$ cat config.mk
export PLATFORM = sky130hd
export DESIGN_NAME = blink_rate_detect
export DESIGN_NICKNAME = d
export VERILOG_FILES = /design/src/rtl/blink_pkg.sv /design/src/rtl/blink_rate_detect_chk.sv /design/src/rtl/sig_edge_detect.sv /design/src/rtl/blink_rate_detect.sv
export SDC_FILE = /design/constraint.sdc
export NUM_CORES = 1
export LEC_CHECK = 0
export CAP_MARGIN = 20
export CORE_UTILIZATION = 40
export DETAILED_ROUTE_END_ITERATION = 10
export GPL_ROUTABILITY_DRIVEN = 0
export PLACE_DENSITY = 0.59
export SLEW_MARGIN = 20
export SYNTH_ARGS = -nofsm -noshare
export SYNTH_HDL_FRONTEND = slang
export SYNTH_SLANG_ARGS = --single-unit
$ cat constraint.sdc
create_clock -name i_Clk -period 4.4 [get_ports i_Clk]
set_input_delay 0.88 -clock i_Clk [delete_from_list [all_inputs] [get_ports i_Clk]]
set_output_delay 0.88 -clock i_Clk [all_outputs]
set_load 0.02 [all_outputs]
$ cat src/rtl/blink_pkg.sv
// -----------------------------------------------------------------------------
// blink_pkg
// Shared types and helpers for the blink-rate detector.
//   t_Rate   : rate code reported on o_Rate (NONE, 10/5/2/1 Hz)
//   t_State  : detector FSM state, with S_* constants
//   RATE_W   : width of the rate code
//   in_window / win_overlap : classifier window helpers
// -----------------------------------------------------------------------------
package blink_pkg;

  localparam int RATE_W = 3;

  typedef enum logic [RATE_W-1:0] {
    RATE_NONE = 3'd0,
    RATE_10HZ = 3'd1,
    RATE_5HZ  = 3'd2,
    RATE_2HZ  = 3'd3,
    RATE_1HZ  = 3'd4
  } t_Rate;

  typedef logic [1:0] t_State;
  localparam t_State S_IDLE    = 2'd0;
  localparam t_State S_ACQ     = 2'd1;
  localparam t_State S_CONFIRM = 2'd2;
  localparam t_State S_LOCK    = 2'd3;

  // True when n lies in [c - tol, c + tol]; written without subtraction so
  // unsigned underflow cannot occur when c < tol.
  function automatic logic in_window(input int unsigned n,
                                     input int unsigned c,
                                     input int unsigned tol);
    return ((n + tol) >= c) && (n <= (c + tol));
  endfunction

  // Two windows of half-width tol overlap when their centres are 2*tol or less apart.
  function automatic logic win_overlap(input int unsigned a,
                                       input int unsigned b,
                                       input int unsigned tol);
    int unsigned diff;
    if (a > b) begin
      diff = a - b;
    end else begin
      diff = b - a;
    end
    return diff <= (32'd2 * tol);
  endfunction

endpackage

$ cat src/rtl/blink_rate_detect_chk.sv
// -----------------------------------------------------------------------------
// blink_rate_detect_chk
// Simulation-only elaboration check: flags any overlap between the four
// classifier windows, which would make classification ambiguous.
// No ports; parameters mirror the detector's class counts and tolerance.
// -----------------------------------------------------------------------------
module blink_rate_detect_chk
  import blink_pkg::*;
#(
  parameter int unsigned g_COUNT_10HZ = 32'd1250000,
  parameter int unsigned g_COUNT_5HZ  = 32'd2500000,
  parameter int unsigned g_COUNT_2HZ  = 32'd6250000,
  parameter int unsigned g_COUNT_1HZ  = 32'd12500000,
  parameter int unsigned g_TOL        = 32'd2
) ();

  localparam logic c_OVERLAP =
      win_overlap(g_COUNT_10HZ, g_COUNT_5HZ, g_TOL) ||
      win_overlap(g_COUNT_10HZ, g_COUNT_2HZ, g_TOL) ||
      win_overlap(g_COUNT_10HZ, g_COUNT_1HZ, g_TOL) ||
      win_overlap(g_COUNT_5HZ,  g_COUNT_2HZ, g_TOL) ||
      win_overlap(g_COUNT_5HZ,  g_COUNT_1HZ, g_TOL) ||
      win_overlap(g_COUNT_2HZ,  g_COUNT_1HZ, g_TOL);

  if (c_OVERLAP) begin : g_overlap
    $error("blink_rate_detect: class windows overlap (g_TOL too large for the class counts)");
  end

endmodule

$ cat src/rtl/sig_edge_detect.sv
// -----------------------------------------------------------------------------
// sig_edge_detect
// Conditions the monitored input and emits a one-cycle strobe for every
// rising or falling edge.
// Build option: BLINK_DET_SYNC_EN inserts a two-flop synchronizer ahead of the
// edge register (strobe latency 3 cycles instead of 1).
// Ports:
//   i_Clk   in  system clock
//   i_Rst_L in  synchronous active-low reset
//   i_Sig   in  monitored square wave
//   o_Edge  out registered edge strobe
// -----------------------------------------------------------------------------
module sig_edge_detect
  import blink_pkg::*;
(
  input  logic i_Clk,
  input  logic i_Rst_L,
  input  logic i_Sig,
  output logic o_Edge
);

  logic w_cond;
  logic r_prev;
  logic r_edge;

`ifdef BLINK_DET_SYNC_EN
  logic r_sync1;
  logic r_sync2;

  // Two-flop synchronizer for an asynchronous input pin.
  always_ff @(posedge i_Clk) begin
    if (!i_Rst_L) begin
      r_sync1 <= 1'b0;
      r_sync2 <= 1'b0;
    end else begin
      r_sync1 <= i_Sig;
      r_sync2 <= r_sync1;
    end
  end

  assign w_cond = r_sync2;
`else
  assign w_cond = i_Sig;
`endif

  // Edge history and registered XOR strobe.
  always_ff @(posedge i_Clk) begin
    if (!i_Rst_L) begin
      r_prev <= 1'b0;
      r_edge <= 1'b0;
    end else begin
      r_prev <= w_cond;
      r_edge <= w_cond ^ r_prev;
    end
  end

  assign o_Edge = r_edge;

endmodule

$ cat src/rtl/blink_rate_detect.sv
// -----------------------------------------------------------------------------
// blink_rate_detect
// Classifies the toggle rate of a square-wave input as 10/5/2/1 Hz or none.
// Two consecutive matching half-periods are required to lock; a bad interval
// or a stopped input (no edge for 2*g_COUNT_1HZ clocks) drops the lock.
// Build option: BLINK_DET_SYNC_EN (synchronizer in sig_edge_detect).
// Ports:
//   i_Clk      in   system clock
//   i_Rst_L    in   synchronous active-low reset
//   i_Sig      in   monitored square wave
//   o_Rate     out  rate code (0 none, 1 10Hz, 2 5Hz, 3 2Hz, 4 1Hz)
//   o_Valid    out  high while locked
//   o_Rate_Chg out  one-cycle pulse when {o_Valid, o_Rate} changes
// -----------------------------------------------------------------------------
module blink_rate_detect
  import blink_pkg::*;
#(
  parameter int unsigned g_COUNT_10HZ = 32'd1250000,
  parameter int unsigned g_COUNT_5HZ  = 32'd2500000,
  parameter int unsigned g_COUNT_2HZ  = 32'd6250000,
  parameter int unsigned g_COUNT_1HZ  = 32'd12500000,
  parameter int unsigned g_TOL        = 32'd2
) (
  input  logic              i_Clk,
  input  logic              i_Rst_L,
  input  logic              i_Sig,
  output logic [RATE_W-1:0] o_Rate,
  output logic              o_Valid,
  output logic              o_Rate_Chg
);

  localparam int unsigned c_T  = 32'd2 * g_COUNT_1HZ;
  localparam int          c_CW = $clog2(c_T + 32'd1);
  localparam logic [c_CW-1:0] c_T_CNT = c_CW'(c_T);
  localparam logic [c_CW-1:0] c_ONE   = c_CW'(1);

  logic            w_edge;
  logic [c_CW-1:0] r_cnt;
  int unsigned     w_n;
  t_Rate           w_cls;
  t_State          r_state;
  t_State          w_state_nxt;
  t_Rate           r_cand;
  t_Rate           w_cand_nxt;
  logic            w_valid_nxt;
  t_Rate           w_rate_nxt;
  logic            r_valid;
  t_Rate           r_rate;
  logic            r_chg;

  sig_edge_detect u_edge (
    .i_Clk   (i_Clk),
    .i_Rst_L (i_Rst_L),
    .i_Sig   (i_Sig),
    .o_Edge  (w_edge)
  );

`ifndef SYNTHESIS
  blink_rate_detect_chk #(
    .g_COUNT_10HZ (g_COUNT_10HZ),
    .g_COUNT_5HZ  (g_COUNT_5HZ),
    .g_COUNT_2HZ  (g_COUNT_2HZ),
    .g_COUNT_1HZ  (g_COUNT_1HZ),
    .g_TOL        (g_TOL)
  ) u_chk ();
`endif

  // Half-period counter: restarts at 1 after each edge, saturates at T.
  always_ff @(posedge i_Clk) begin
    if (!i_Rst_L) begin
      r_cnt <= '0;
    end else if (w_edge) begin
      r_cnt <= c_ONE;
    end else if (r_cnt != c_T_CNT) begin
      r_cnt <= r_cnt + c_ONE;
    end else begin
      r_cnt <= r_cnt;
    end
  end

  assign w_n = 32'(r_cnt);

  // Classifier: at most one window can match because windows never overlap.
  always_comb begin
    w_cls = RATE_NONE;
    if (in_window(w_n, g_COUNT_10HZ, g_TOL)) begin
      w_cls = RATE_10HZ;
    end else if (in_window(w_n, g_COUNT_5HZ, g_TOL)) begin
      w_cls = RATE_5HZ;
    end else if (in_window(w_n, g_COUNT_2HZ, g_TOL)) begin
      w_cls = RATE_2HZ;
    end else if (in_window(w_n, g_COUNT_1HZ, g_TOL)) begin
      w_cls = RATE_1HZ;
    end else begin
      w_cls = RATE_NONE;
    end
  end

  // Next-state logic; a timeout outranks any coincident edge.
  always_comb begin
    w_state_nxt = r_state;
    w_cand_nxt  = r_cand;
    if ((r_state != S_IDLE) && (r_cnt == c_T_CNT)) begin
      w_state_nxt = S_IDLE;
      w_cand_nxt  = RATE_NONE;
    end else if (w_edge) begin
      case (r_state)
        S_IDLE: begin
          // The first edge only starts a measurement; its interval is meaningless.
          w_state_nxt = S_ACQ;
        end
        S_ACQ: begin
          if (w_cls != RATE_NONE) begin
            w_state_nxt = S_CONFIRM;
            w_cand_nxt  = w_cls;
          end else begin
            w_state_nxt = S_ACQ;
          end
        end
        S_CONFIRM: begin
          if (w_cls == RATE_NONE) begin
            w_state_nxt = S_ACQ;
          end else if (w_cls == r_cand) begin
            w_state_nxt = S_LOCK;
          end else begin
            w_state_nxt = S_CONFIRM;
            w_cand_nxt  = w_cls;
          end
        end
        S_LOCK: begin
          if (w_cls == RATE_NONE) begin
            w_state_nxt = S_ACQ;
          end else if (w_cls == r_cand) begin
            w_state_nxt = S_LOCK;
          end else begin
            w_state_nxt = S_CONFIRM;
            w_cand_nxt  = w_cls;
          end
        end
        default: begin
          w_state_nxt = S_IDLE;
          w_cand_nxt  = RATE_NONE;
        end
      endcase
    end else begin
      w_state_nxt = r_state;
      w_cand_nxt  = r_cand;
    end
  end

  // Output values for the next cycle, derived from the next state.
  always_comb begin
    w_valid_nxt = 1'b0;
    w_rate_nxt  = RATE_NONE;
    if (w_state_nxt == S_LOCK) begin
      w_valid_nxt = 1'b1;
      w_rate_nxt  = w_cand_nxt;
    end else begin
      w_valid_nxt = 1'b0;
      w_rate_nxt  = RATE_NONE;
    end
  end

  // FSM and candidate registers.
  always_ff @(posedge i_Clk) begin
    if (!i_Rst_L) begin
      r_state <= S_IDLE;
      r_cand  <= RATE_NONE;
    end else begin
      r_state <= w_state_nxt;
      r_cand  <= w_cand_nxt;
    end
  end

  // Registered outputs; the change pulse lands on the same cycle as the update.
  always_ff @(posedge i_Clk) begin
    if (!i_Rst_L) begin
      r_valid <= 1'b0;
      r_rate  <= RATE_NONE;
      r_chg   <= 1'b0;
    end else begin
      r_valid <= w_valid_nxt;
      r_rate  <= w_rate_nxt;
      r_chg   <= (w_valid_nxt != r_valid) || (w_rate_nxt != r_rate);
    end
  end

  assign o_Rate     = r_rate;
  assign o_Valid    = r_valid;
  assign o_Rate_Chg = r_chg;

endmodule

### After elaboration in Yosys (flattened, before gate mapping)

Cells that the tools add are included.

| word-level totals | value |
|---|---|
| memories kept | 0 |
| bits in read-only memories | 0 |
| input port bits | 3 |
| register bits after elaboration | 37 |
| word-level logic and storage cells | 63 |
| bits in latches | 0 |
| RAM bits | 0 |

| operators by class | value |
|---|---|
| bitwise logic cells | 2 |
| reductions and logical operators | 13 |
| add/subtract/negate cells | 2 |
| mux-type cells | 20 |
| equal/unequal tests | 9 |
| shift operators | 0 |
| multipliers | 0 |
| div/mod/pow operators | 0 |
| order comparisons | 8 |

Operators with widths:

| operator | count |
|---|---|
| 32-bit by 21-bit greater-or-equal comparator with 1-bit output, second input constant | 1 |
| 32-bit by 22-bit greater-or-equal comparator with 1-bit output, second input constant | 1 |
| 32-bit by 23-bit greater-or-equal comparator with 1-bit output, second input constant | 1 |
| 3-bit two-way mux | 10 |
| 25-bit by 2-bit adder with 26-bit output, second input constant | 1 |
| 26-bit by 24-bit greater-or-equal comparator with 1-bit output, second input constant | 1 |
| 25-bit by 1-bit adder with 25-bit output, second input constant | 1 |
| 25-bit equality test, second input constant | 1 |
| 25-bit by 21-bit less-or-equal comparator with 1-bit output, second input constant | 1 |
| 25-bit by 22-bit less-or-equal comparator with 1-bit output, second input constant | 1 |
| 25-bit by 23-bit less-or-equal comparator with 1-bit output, second input constant | 1 |
| 25-bit by 24-bit less-or-equal comparator with 1-bit output, second input constant | 1 |
| 25-bit != test, second input constant | 1 |
| 2-bit two-way mux | 4 |
| 2-bit equality test, second input constant | 3 |
| 2-bit one-hot mux with 3 select lines | 1 |
| 3-bit one-hot mux with 2 select lines | 1 |
| 1-bit logical AND | 5 |
| 1-bit two-way mux | 4 |
| 2-bit nonzero test | 2 |
| 2-bit OR reduction | 2 |
| 3-bit equality test | 1 |
| 3-bit logical NOT | 1 |
| 3-bit != test | 1 |
| 7 further kinds | 7 |

### Logic depth before layout (Yosys ltp)

Gate-level depths: netlist (run 1).

| logic depth | value |
|---|---|
| depth after elaboration | 17 |
| gate-level depth with buffers | 13 |
| depth with buffers taken out | 13 |

### By module

Synthesis (run 1) repeated with hierarchy kept, for this count alone.

| unflattened totals | value |
|---|---|
| cell total of the unflattened synthesis | 508 |
| area total of the unflattened synthesis | 3,608.5 um^2 |

By module, submodules not included:

| module | cells each | times used | seq. area each (um^2) | area an instance (um^2) |
|---|---|---|---|---|
| blink_rate_detect | 503 | 1 | 700.7 | 3,545.9 |
| sig_edge_detect | 5 | 1 | 40.0 | 62.6 |

### Worst setup path after synthesis (run 1)

No wires, ideal clock.

| timing | value |
|---|---|
| kind | register -> register |
| from | register r_cnt[1] |
| to | register r_chg (netlist: o_Rate_Chg) |
| arrival time | 3.317 ns |
| clock period less this slack | 3.437 ns |
| slack | 0.963 ns |
| stages on the path, launching flop included | 12 |
| path through | dfxtp_1 ha_1 nand3_1 nor4_2 a31oi_1 nor4_1 or4b_1 a31oi_1 o2111ai_1 a211oi_2 nor2b_1 o31a_1 |

| on the way | value |
|---|---|
| word-level cells in the longest chain between the ends | 17 |
| elaborated cells on any way between the ends | 40 |

Ends and longest elaborated chain:

| what | line | source |
|---|---|---|
| from (decl) | blink_rate_detect.sv:38 | `logic [c_CW-1:0] r_cnt;` |
| from (signal assigned) | blink_rate_detect.sv:73 | `r_cnt <= c_ONE;` |
| from (signal assigned) | blink_rate_detect.sv:75 | `r_cnt <= r_cnt + c_ONE;` |
| from (signal assigned) | blink_rate_detect.sv:77 | `r_cnt <= r_cnt;` |
| 25-bit by 2-bit adder with 26-bit output | blink_pkg.sv:32 | `return ((n + tol) >= c) && (n <= (c + tol));` |
| 26-bit by 24-bit greater-or-equal comparator with 1-bit output | blink_pkg.sv:32 |  |
| 1-bit logical AND | blink_pkg.sv:32 |  |
| 3-bit two-way mux | blink_rate_detect.sv:92 | `end else if (in_window(w_n, g_COUNT_1HZ, g_TOL)) begin` |
| 3-bit two-way mux | blink_rate_detect.sv:90 | `end else if (in_window(w_n, g_COUNT_2HZ, g_TOL)) begin` |
| 3-bit two-way mux | blink_rate_detect.sv:88 | `end else if (in_window(w_n, g_COUNT_5HZ, g_TOL)) begin` |
| 3-bit two-way mux | blink_rate_detect.sv:86 | `if (in_window(w_n, g_COUNT_10HZ, g_TOL)) begin` |
| 3-bit equality test | blink_rate_detect.sv:123, blink_rate_detect.sv:133 |  |
| 1-bit two-way mux | blink_rate_detect.sv:123, blink_rate_detect.sv:133 |  |
| 2-bit two-way mux | blink_rate_detect.sv:131 | `if (w_cls == RATE_NONE) begin` |
| 2-bit one-hot mux with 3 select lines | blink_rate_detect.sv:107 | `case (r_state)` |
| 2-bit two-way mux | blink_rate_detect.sv:106 | `end else if (w_edge) begin` |
| 2-bit two-way mux | blink_rate_detect.sv:103 | `if ((r_state != S_IDLE) && (r_cnt == c_T_CNT)) begin` |
| 2-bit equality test | blink_rate_detect.sv:155 | `if (w_state_nxt == S_LOCK) begin` |
| 3-bit two-way mux / 1-bit two-way mux (equally long branches) | blink_rate_detect.sv:155 |  |
| 3-bit != test / 1-bit != test (equally long branches) | blink_rate_detect.sv:184 | `r_chg <= (w_valid_nxt != r_valid) \|\| (w_rate_nxt != r_rate);` |
| 1-bit logical OR * | blink_rate_detect.sv:184 |  |
| to (signal assigned) | blink_rate_detect.sv:184 |  |
| to (decl) | blink_rate_detect.sv:49 | `logic r_chg;` |

Every way passes the cells marked *; elsewhere a longest branch is shown, timed or not.
A chain may end at the register's enable or synchronous reset.

### Worst setup path in the final report (run 1)

| timing | value |
|---|---|
| from | register r_cnt[15] |
| to | register r_rate[1] (netlist: o_Rate[1]) |

| on the way | value |
|---|---|
| word-level cells in the longest chain between the ends | 15 |
| elaborated cells on any way between the ends | 36 |

Ends and longest elaborated chain:

| what | line | source |
|---|---|---|
| 25-bit by 2-bit adder with 26-bit output | blink_pkg.sv:32 |  |
| 26-bit by 24-bit greater-or-equal comparator with 1-bit output | blink_pkg.sv:32 |  |
| 1-bit logical AND | blink_pkg.sv:32 |  |
| 3-bit two-way mux | blink_rate_detect.sv:92 |  |
| 3-bit two-way mux | blink_rate_detect.sv:90 |  |
| 3-bit two-way mux | blink_rate_detect.sv:88 |  |
| 3-bit two-way mux | blink_rate_detect.sv:86 |  |
| 3-bit equality test | blink_rate_detect.sv:123, blink_rate_detect.sv:133 |  |
| 1-bit two-way mux | blink_rate_detect.sv:123, blink_rate_detect.sv:133 |  |
| 2-bit two-way mux | blink_rate_detect.sv:131 |  |
| 2-bit one-hot mux with 3 select lines | blink_rate_detect.sv:107 |  |
| 2-bit two-way mux | blink_rate_detect.sv:106 |  |
| 2-bit two-way mux | blink_rate_detect.sv:103 |  |
| 2-bit equality test | blink_rate_detect.sv:155 |  |
| 3-bit two-way mux * | blink_rate_detect.sv:155 |  |
| to (signal assigned) | blink_rate_detect.sv:183 | `r_rate <= w_rate_nxt;` |
| to (decl) | blink_rate_detect.sv:48 | `t_Rate r_rate;` |

Marked as above.

==> qor.yml, run 1 <==
yosys:
  synth_area_leader_cell: "dfxtp_1"
  synth_nets: 465
  syn_avg_cell_area_um2: 7.25
  synth_flop_cell: "dfxtp_1"
  postSynth.asyncResetShare_pct: 0
  synth_edf_count: 0
  synth_area_leaders: "dfxtp_1 22%, xnor2_1 6.6%, nor2_1 5.3%"
  yosysWarningCount: 0
  yosysUniqueCellTypes: 69
  syn_inst: 457
  syn-cell-area_um2: 3310
  netlist.area_leader.share_pct: 22.4
  ys_ff_latch: 37
  synth_seq_area_share_pct: 22.4
worst_setup_path:
  critPathSlowestCell: "dfxtp_1"
  cp_cell_sequence: "nand4_1, or4_1, xor2_1, o221ai_1, a31oi_1, buf_4, nand3_1, nor3_1, a21oi_1, a21boi_1, and3_1"
  crit_type: "flip-flop to flip-flop"
  cp.arrival_ps: 4150
  path_delay_family: "simple AND/OR/NAND/NOR gates"
  r2r_start: "r_cnt[15]$_SDFFE_PP0P_"
  crit_path_start_kind: "flip-flop"
  r2r_slack_ps: 450
  worstSetupPathDepth: 11
  required_ps: 4600
  worstPathMaxFanout: 14
  cp-end-kind: "flip-flop"
  cp_slowest_stage_delay_ps: 690
  path_buf_inv: 1
  reg2regPathDepth: 11
  rr_endpoint: "o_Rate[1]$_SDFF_PN0_"
sta:
  final.setup.tns_ps: 0
  hold_viol: 0
  fmax_ghz: 0.253
  maxSlewViolCount: 0
  clock_skew_ps: 8.22
  whs_ps: 541
  finalSetupViolations: 0
  max_slew.worst_pin.slew_ps: 1000
  timing.final.crit_share_pct: 89.9
  rsz0062_at_grt: "false"
  max-slew-margin-rel_pct: 33.0
  worst_slack_ps: 445
  min_period_ps: 3950
pwr:
  p_sw_share_pct: 25.9
  power_frac_comb_pct: 5.5
  seqPwrFrac_pct: 55.6
  switching_power_mw: 0.161
  powerDensity_nw_per_um2: 175
  p_clk_share_pct: 38.9
  fin_total_pwr_mw: 0.624
  vdd_drop_max_mv: 0.101
  p_int_mw: 0.462
  power.leakage_nw: 1.16
grt:
  overflow: 0
  antenna_found_initial: 0
  grt_max_degree: 25
  grt_pass1_wl_um: 15900
  grt_pass1_vias: 3222
  grt_usage_pct: 22.8
drt:
  wl_per_cell_um: 16.8
  totalWireLength_um: 9280
  drc: 0
  drtIter0Drc: 355
  antenna_left: 0
  drtPass1Iterations: 6
  routed_via_density: 6.18
  vias: 3403
min_path:
  hold_class: "flip-flop to flip-flop"
  hold_depth: 2
  hp-start: "o_Valid$_SDFF_PN0_"
  holdPathEnd: "o_Rate_Chg$_SDFF_PN0_"
status:
  outcome: "completed"
clock_network:
  clkSinkCount: 37
  clock_path_buffers: 2
  numCtsBuffers: 5
  path_clk_slew_ps: 80
  clk_latency_ps: 300
  hold_buffers: 0
  cts_root_buffer: "clkbuf_8"
  cts_tree: "done"
  cts_setup_buffers: 0
  htreeDepth: 2
final_layout:
  fin_nets: 456
  final.fill_count: 800
  multi_input_area_um2: 2370
  seqCellArea_um2: 741
  fin_area_um2: 3560
  syn2layout_area_growth_pct: 7.52
  fin_util_pct: 45.4
  finalNonFillerCells: 551
  drive_gt1_share_pct: 8.02
  diodes: 0
place:
  dp_hpwl_um: 6800
  place_area_um2: 3470
  dp_slack_ps: 453
  placed_cells: 543
  numPortBuffers: 7
floorplan:
  row_count: 32
  dieArea_um2: 8650
  ios: 8
  start_util_pct: 42.2
  die_w_um: 93.0
  core-area_um2: 7850
  die_h_um: 93.0
run:
  cap_violations: 0
==> power groups by stage <==
| stage | Clock, mW | Sequential [mW] | Combinational, mW |
|---|---|---|---|
| 2_1_floorplan | 0 | 0.352 | 0.0268 |
| 3_3_place_gp | 0 | 0.355 | 0.0345 |
| 3_5_place_dp | 0 | 0.355 | 0.0351 |
| 4_1_cts | 0.251 | 0.347 | 0.0351 |
| 5_1_grt | 0.267 | 0.349 | 0.0390 |
| 6_report | 0.242 | 0.347 | 0.0343 |
==> per-layer routing <==
| metal | GRT usage (%) | vias to the layer above | wire [um] |
|---|---|---|---|
| li1 | - | 1670 | - |
| met1 | 31.8 | 1571 | 4370 |
| met2 | 34.1 | 139 | 4020 |
| met3 | 3.41 | 23 | 587 |
| met4 | 11.3 | 0 | 294 |
| met5 | 0 | - | 0 |
==> area by class of cell <==
| cell class | count | share of cell area [%] |
|---|---|---|
| Inverter | 17 | 1.79 |
| Multi-Input combinational cell | 367 | 66.7 |
| Clock buffer | 5 | 1.93 |
| Clock inverter | 3 | 0.492 |
| Sequential cell | 37 | 20.8 |
| Timing Repair Buffer | 20 | 4.71 |
| Tap cell | 102 | 3.58 |
==> how the worst max path moves through the flow <==
stage / from / endpoint / slack (ps)
floorplan: r_cnt[1]$_SDFFE_PP0P_ / o_Rate_Chg$_SDFF_PN0_ / 960
global placement: r_cnt[1]$_SDFFE_PP0P_ / o_Rate_Chg$_SDFF_PN0_ / 560
detailed placement: r_cnt[1]$_SDFFE_PP0P_ / o_Rate[1]$_SDFF_PN0_ / 450
CTS: r_cnt[1]$_SDFFE_PP0P_ / o_Rate[1]$_SDFF_PN0_ / 430
global route: r_cnt[1]$_SDFFE_PP0P_ / o_Rate[1]$_SDFF_PN0_ / 120
finish: r_cnt[15]$_SDFFE_PP0P_ / o_Rate[1]$_SDFF_PN0_ / 450
==> sequential cells by signal, summed over array words and instances, names as in the netlist <==
name and flops:
r_cnt 25, o_Rate 3, r_cand 3, r_state 2, o_Rate_Chg 1, o_Valid 1, u_edge.o_Edge 1, u_edge.r_prev 1
==> cell usage after synthesis, drive strengths merged (12+ instances only) <==
| cell type | n |
|---|---|
| xnor2 | 25 |
| nand2 | 34 |
| clkbuf | 28 |
| dfxtp | 37 |
| o21ai | 20 |
| inv | 17 |
| nand4 | 27 |
| a21oi | 17 |
| xor2 | 12 |
| nor4 | 16 |
| nor2 | 47 |
| nand3 | 22 |
| nor3 | 20 |
==> cell families (layout without fill, tap and decap cells) <==
group                    Yosys count  count (layout)  synth area share, %
adder cells (fa/ha/maj)            5               5                 1.89
multiplexers                       2               2                0.642
AO/OA/AOI/OAI                    104             104                 22.6
XOR/XNOR                          37              37                 9.78
flip-flops                        37              37                 22.4
AND/OR/NAND/NOR                  219             219                 36.5
buffers and inverters             53              45                 6.20
==> worst register-to-register path, stage by stage, from the launching register on <==
cell,delay (ps)
dfxtp_1,690
nand4_1,310
or4_1,620
xor2_1,480
o221ai_1,280
a31oi_1,300
buf_4,190
nand3_1,100
nor3_1,410
a21oi_1,160
a21boi_1,160
and3_1,170
==> layout by cell type (no fill, tap or decap), types with 4 or more instances in the layout <==
master / count
nor3_1: 20
o21ai_0: 20
a211oi_1: 4
buf_4: 13
or3_1: 4
xnor2_1: 25
dfxtp_1: 37
a21oi_1: 17
and4_1: 6
nand2b_1: 4
nor2_1: 47
nand2_1: 33
and2_1: 4
clkbuf_8: 5
a31oi_1: 8
nor4_1: 14
o31a_1: 4
nand3_1: 22
o21a_1: 8
nor2b_1: 6
inv_1: 17
and3_1: 6
nand4b_1: 5
nand4_1: 26
xor2_1: 12
ha_1: 5
clkdlybuf4s50_1: 7
==> repair_timing <==
| item | CTS | global route |
|---|---|---|
| endpoints found under the setup margin | 0 | 2 |
| endpoints found under the hold margin | 0 | 0 |
| gates resized for setup | 0 | 1 |
No activity file was read; power rests on OpenSTA's default activity.
==> run 2, diff against run 1 <==
CORE_UTILIZATION = 50   (was 40)
MAX_ROUTING_LAYER = met4   (was default)
PLACE_DENSITY = 0.7   (was 0.59)
==> run 2 against run 1 <==
Worst hold slack better by 16 ps. Clock power is 3% lower. Non-clock buffer count is 3 lower. Die area is 20% lower. Clock-buffer cell count stayed put. Wire length is 2.8% lower. Sequential power hardly changed. Clock skew is 1.8 ps higher. Critical path depth stayed put. Largest power group unchanged.
==> qor.yml, run 2 (synthesis results as in run 1) <==
status:
  outcome: "completed"
final_layout:
  diodes: 0  # unchanged
  syn2layout_area_growth_pct: 5.63
  largest_register_ffs: 25  # unchanged
  final.fill_count: 637  # -20%
  fin_nets: 453  # -0.66%
  seqCellArea_um2: 741  # unchanged
  fin_util_pct: 54.8  # +9.4 points
  layout.cells.most_common_list: "47 x nor2_1, 37 x dfxtp_1, 33 x nand2_1"
  final_common_cell: "nor2_1"
  drive_gt1_share_pct: 7.40  # -0.62 points
  regMostFlops: "r_cnt"
  multi_input_area_um2: 2370  # -0.37%
clock_network:
  path_clk_slew_ps: 80  # about the same
  clk_latency_ps: 290  # about the same
  clkSinkCount: 37  # unchanged
  numCtsBuffers: 5  # unchanged
  clock_path_buffers: 2  # unchanged
  hold_buffers: 0  # unchanged
  cts_setup_buffers: 0  # unchanged
  cts_tree: "done"
  postCtsResizedCells: 0  # unchanged
  htreeDepth: 2  # unchanged
  cts_root_buffer: "clkbuf_8"
floorplan:
  core-area_um2: 6390  # -19%
  ios: 8  # unchanged
  die_w_um: 83.4  # -10%
  start_util_pct: 51.9  # +9.7 points
  row_count: 29  # -9.4%
  die_h_um: 83.4  # -10%
  dieArea_um2: 6950  # -20%
grt:
  overflow: 0  # unchanged
  grt_pass1_wl_um: 15100  # -4.9%
  grt_max_degree: 25  # unchanged
  grt_pass1_vias: 3152  # -2.2%
  antenna_found_initial: 0  # unchanged
  grt_usage_pct: 27.4  # +4.5 points
drt:
  wl_per_cell_um: 17.2  # +2.4%
  totalWireLength_um: 9020  # -2.8%
  drtPass1Iterations: 6  # unchanged
  vias: 3462  # +1.7%
  drc: 0  # unchanged
  antenna_left: 0  # unchanged
  routed_via_density: 6.62  # +7.2%
  drtIter0Drc: 415  # +17%
worst_setup_path:
  cp-end-kind: "flip-flop"
  crit_type: "flip-flop to flip-flop"
  reg2regPathDepth: 11  # unchanged
  crit_path_start_kind: "flip-flop"
  required_ps: 4580  # -20 ps
  worstPathMaxFanout: 10  # -4
  cp.arrival_ps: 4190  # +40 ps
sta:
  final.setup.tns_ps: 0  # unchanged
  min_period_ps: 4000  # +47.2 ps
  fmax_ghz: 0.250  # -1.2%
  max_slew.worst_pin.slew_ps: 942  # -63.0 ps
  max-slew-margin-rel_pct: 37.2  # +4.2 points
  hold_viol: 0  # unchanged
  maxSlewViolCount: 0  # unchanged
  timing.final.crit_share_pct: 91.0  # +1.1 points
  rsz0062_at_grt: "false"
  finalSetupViolations: 0  # unchanged
  clock_skew_ps: 10.0  # +1.83 ps
min_path:
  hold_class: "flip-flop to flip-flop"
  hold_depth: 2  # unchanged
pwr:
  switching_power_mw: 0.154  # -4.9%
  seqPwrFrac_pct: 56.4  # +0.8 points
  p_int_mw: 0.462  # about the same
  vdd_drop_max_mv: 0.150  # +49%
  p_clk_share_pct: 38.1  # -0.8 points
  power_frac_comb_pct: 5.5  # about the same
  p_sw_share_pct: 24.9  # -0.95 points
  powerDensity_nw_per_um2: 176  # +0.48%
  power.leakage_nw: 1.13  # -2.8%
place:
  numPortBuffers: 7  # unchanged
  dp_hpwl_um: 6630  # -2.6%
run:
  cap_violations: 0  # unchanged
[run 2: path summary, 6_finish.rpt]
path                      endpoint                   from  slack, ps
max          o_Rate_Chg$_SDFF_PN0_  r_cnt[1]$_SDFFE_PP0P_        400
min          o_Rate_Chg$_SDFF_PN0_     o_Valid$_SDFF_PN0_        560
max reg2reg  o_Rate_Chg$_SDFF_PN0_  r_cnt[1]$_SDFFE_PP0P_        400
min reg2reg  o_Rate_Chg$_SDFF_PN0_     o_Valid$_SDFF_PN0_        560
[run 2: layer usage]
layer | global-route usage [%] | part of all wire (%) | up-vias
met5 | - | 0 | -
met4 | 10.0 | 2.3 | 0
met3 | 4.57 | 8.5 | 23
met2 | 41.1 | 44 | 173
met1 | 36.9 | 45 | 1596
li1 | - | - | 1670
[run 2: final cells by class]
type | count | share of cell area [%]
well taps | 77 | 2.75
clock inverters | 3 | 0.501
clock buffers | 5 | 1.97
flip-flops and latches | 37 | 21.2
multi-input cells | 367 | 67.6
repair buffers | 17 | 4.15
inverters | 17 | 1.82
[run 2: power by group through the flow]
stage | clock (mW) | sequential (mW) | combinational (mW)
finish | 0.235 | 0.347 | 0.0337
floorplan | 0 | 0.352 | 0.0268
global route | 0.259 | 0.348 | 0.0389
CTS | 0.245 | 0.347 | 0.0340
global placement | 0 | 0.354 | 0.0338
detailed placement | 0 | 0.355 | 0.0338
[run 2: critical path, stage by stage (launching register included)]
cell and delay [ps]:
dfxtp_1 510, ha_1 290, nand3_1 310, nor4_2 670
a31oi_1 190, nor4_1 310, or4b_1 570, a31oi_1 230
o2111ai_1 190, a211oi_2 210, nor2b_1 100, o31a_1 310
[run 2: metrics by stage]
stage               total power [mW]  setup WS [ps]  cells  cell area [um2]  hold WS, ps
global placement               0.388            514    515             3410          509
finish                         0.616            398    523             3500          557
floorplan                      0.379            963    457             3310          508
global route                   0.646           96.1    523             3500          581
detailed placement             0.389            470    515             3410          527
CTS                            0.626            457    523             3500          556
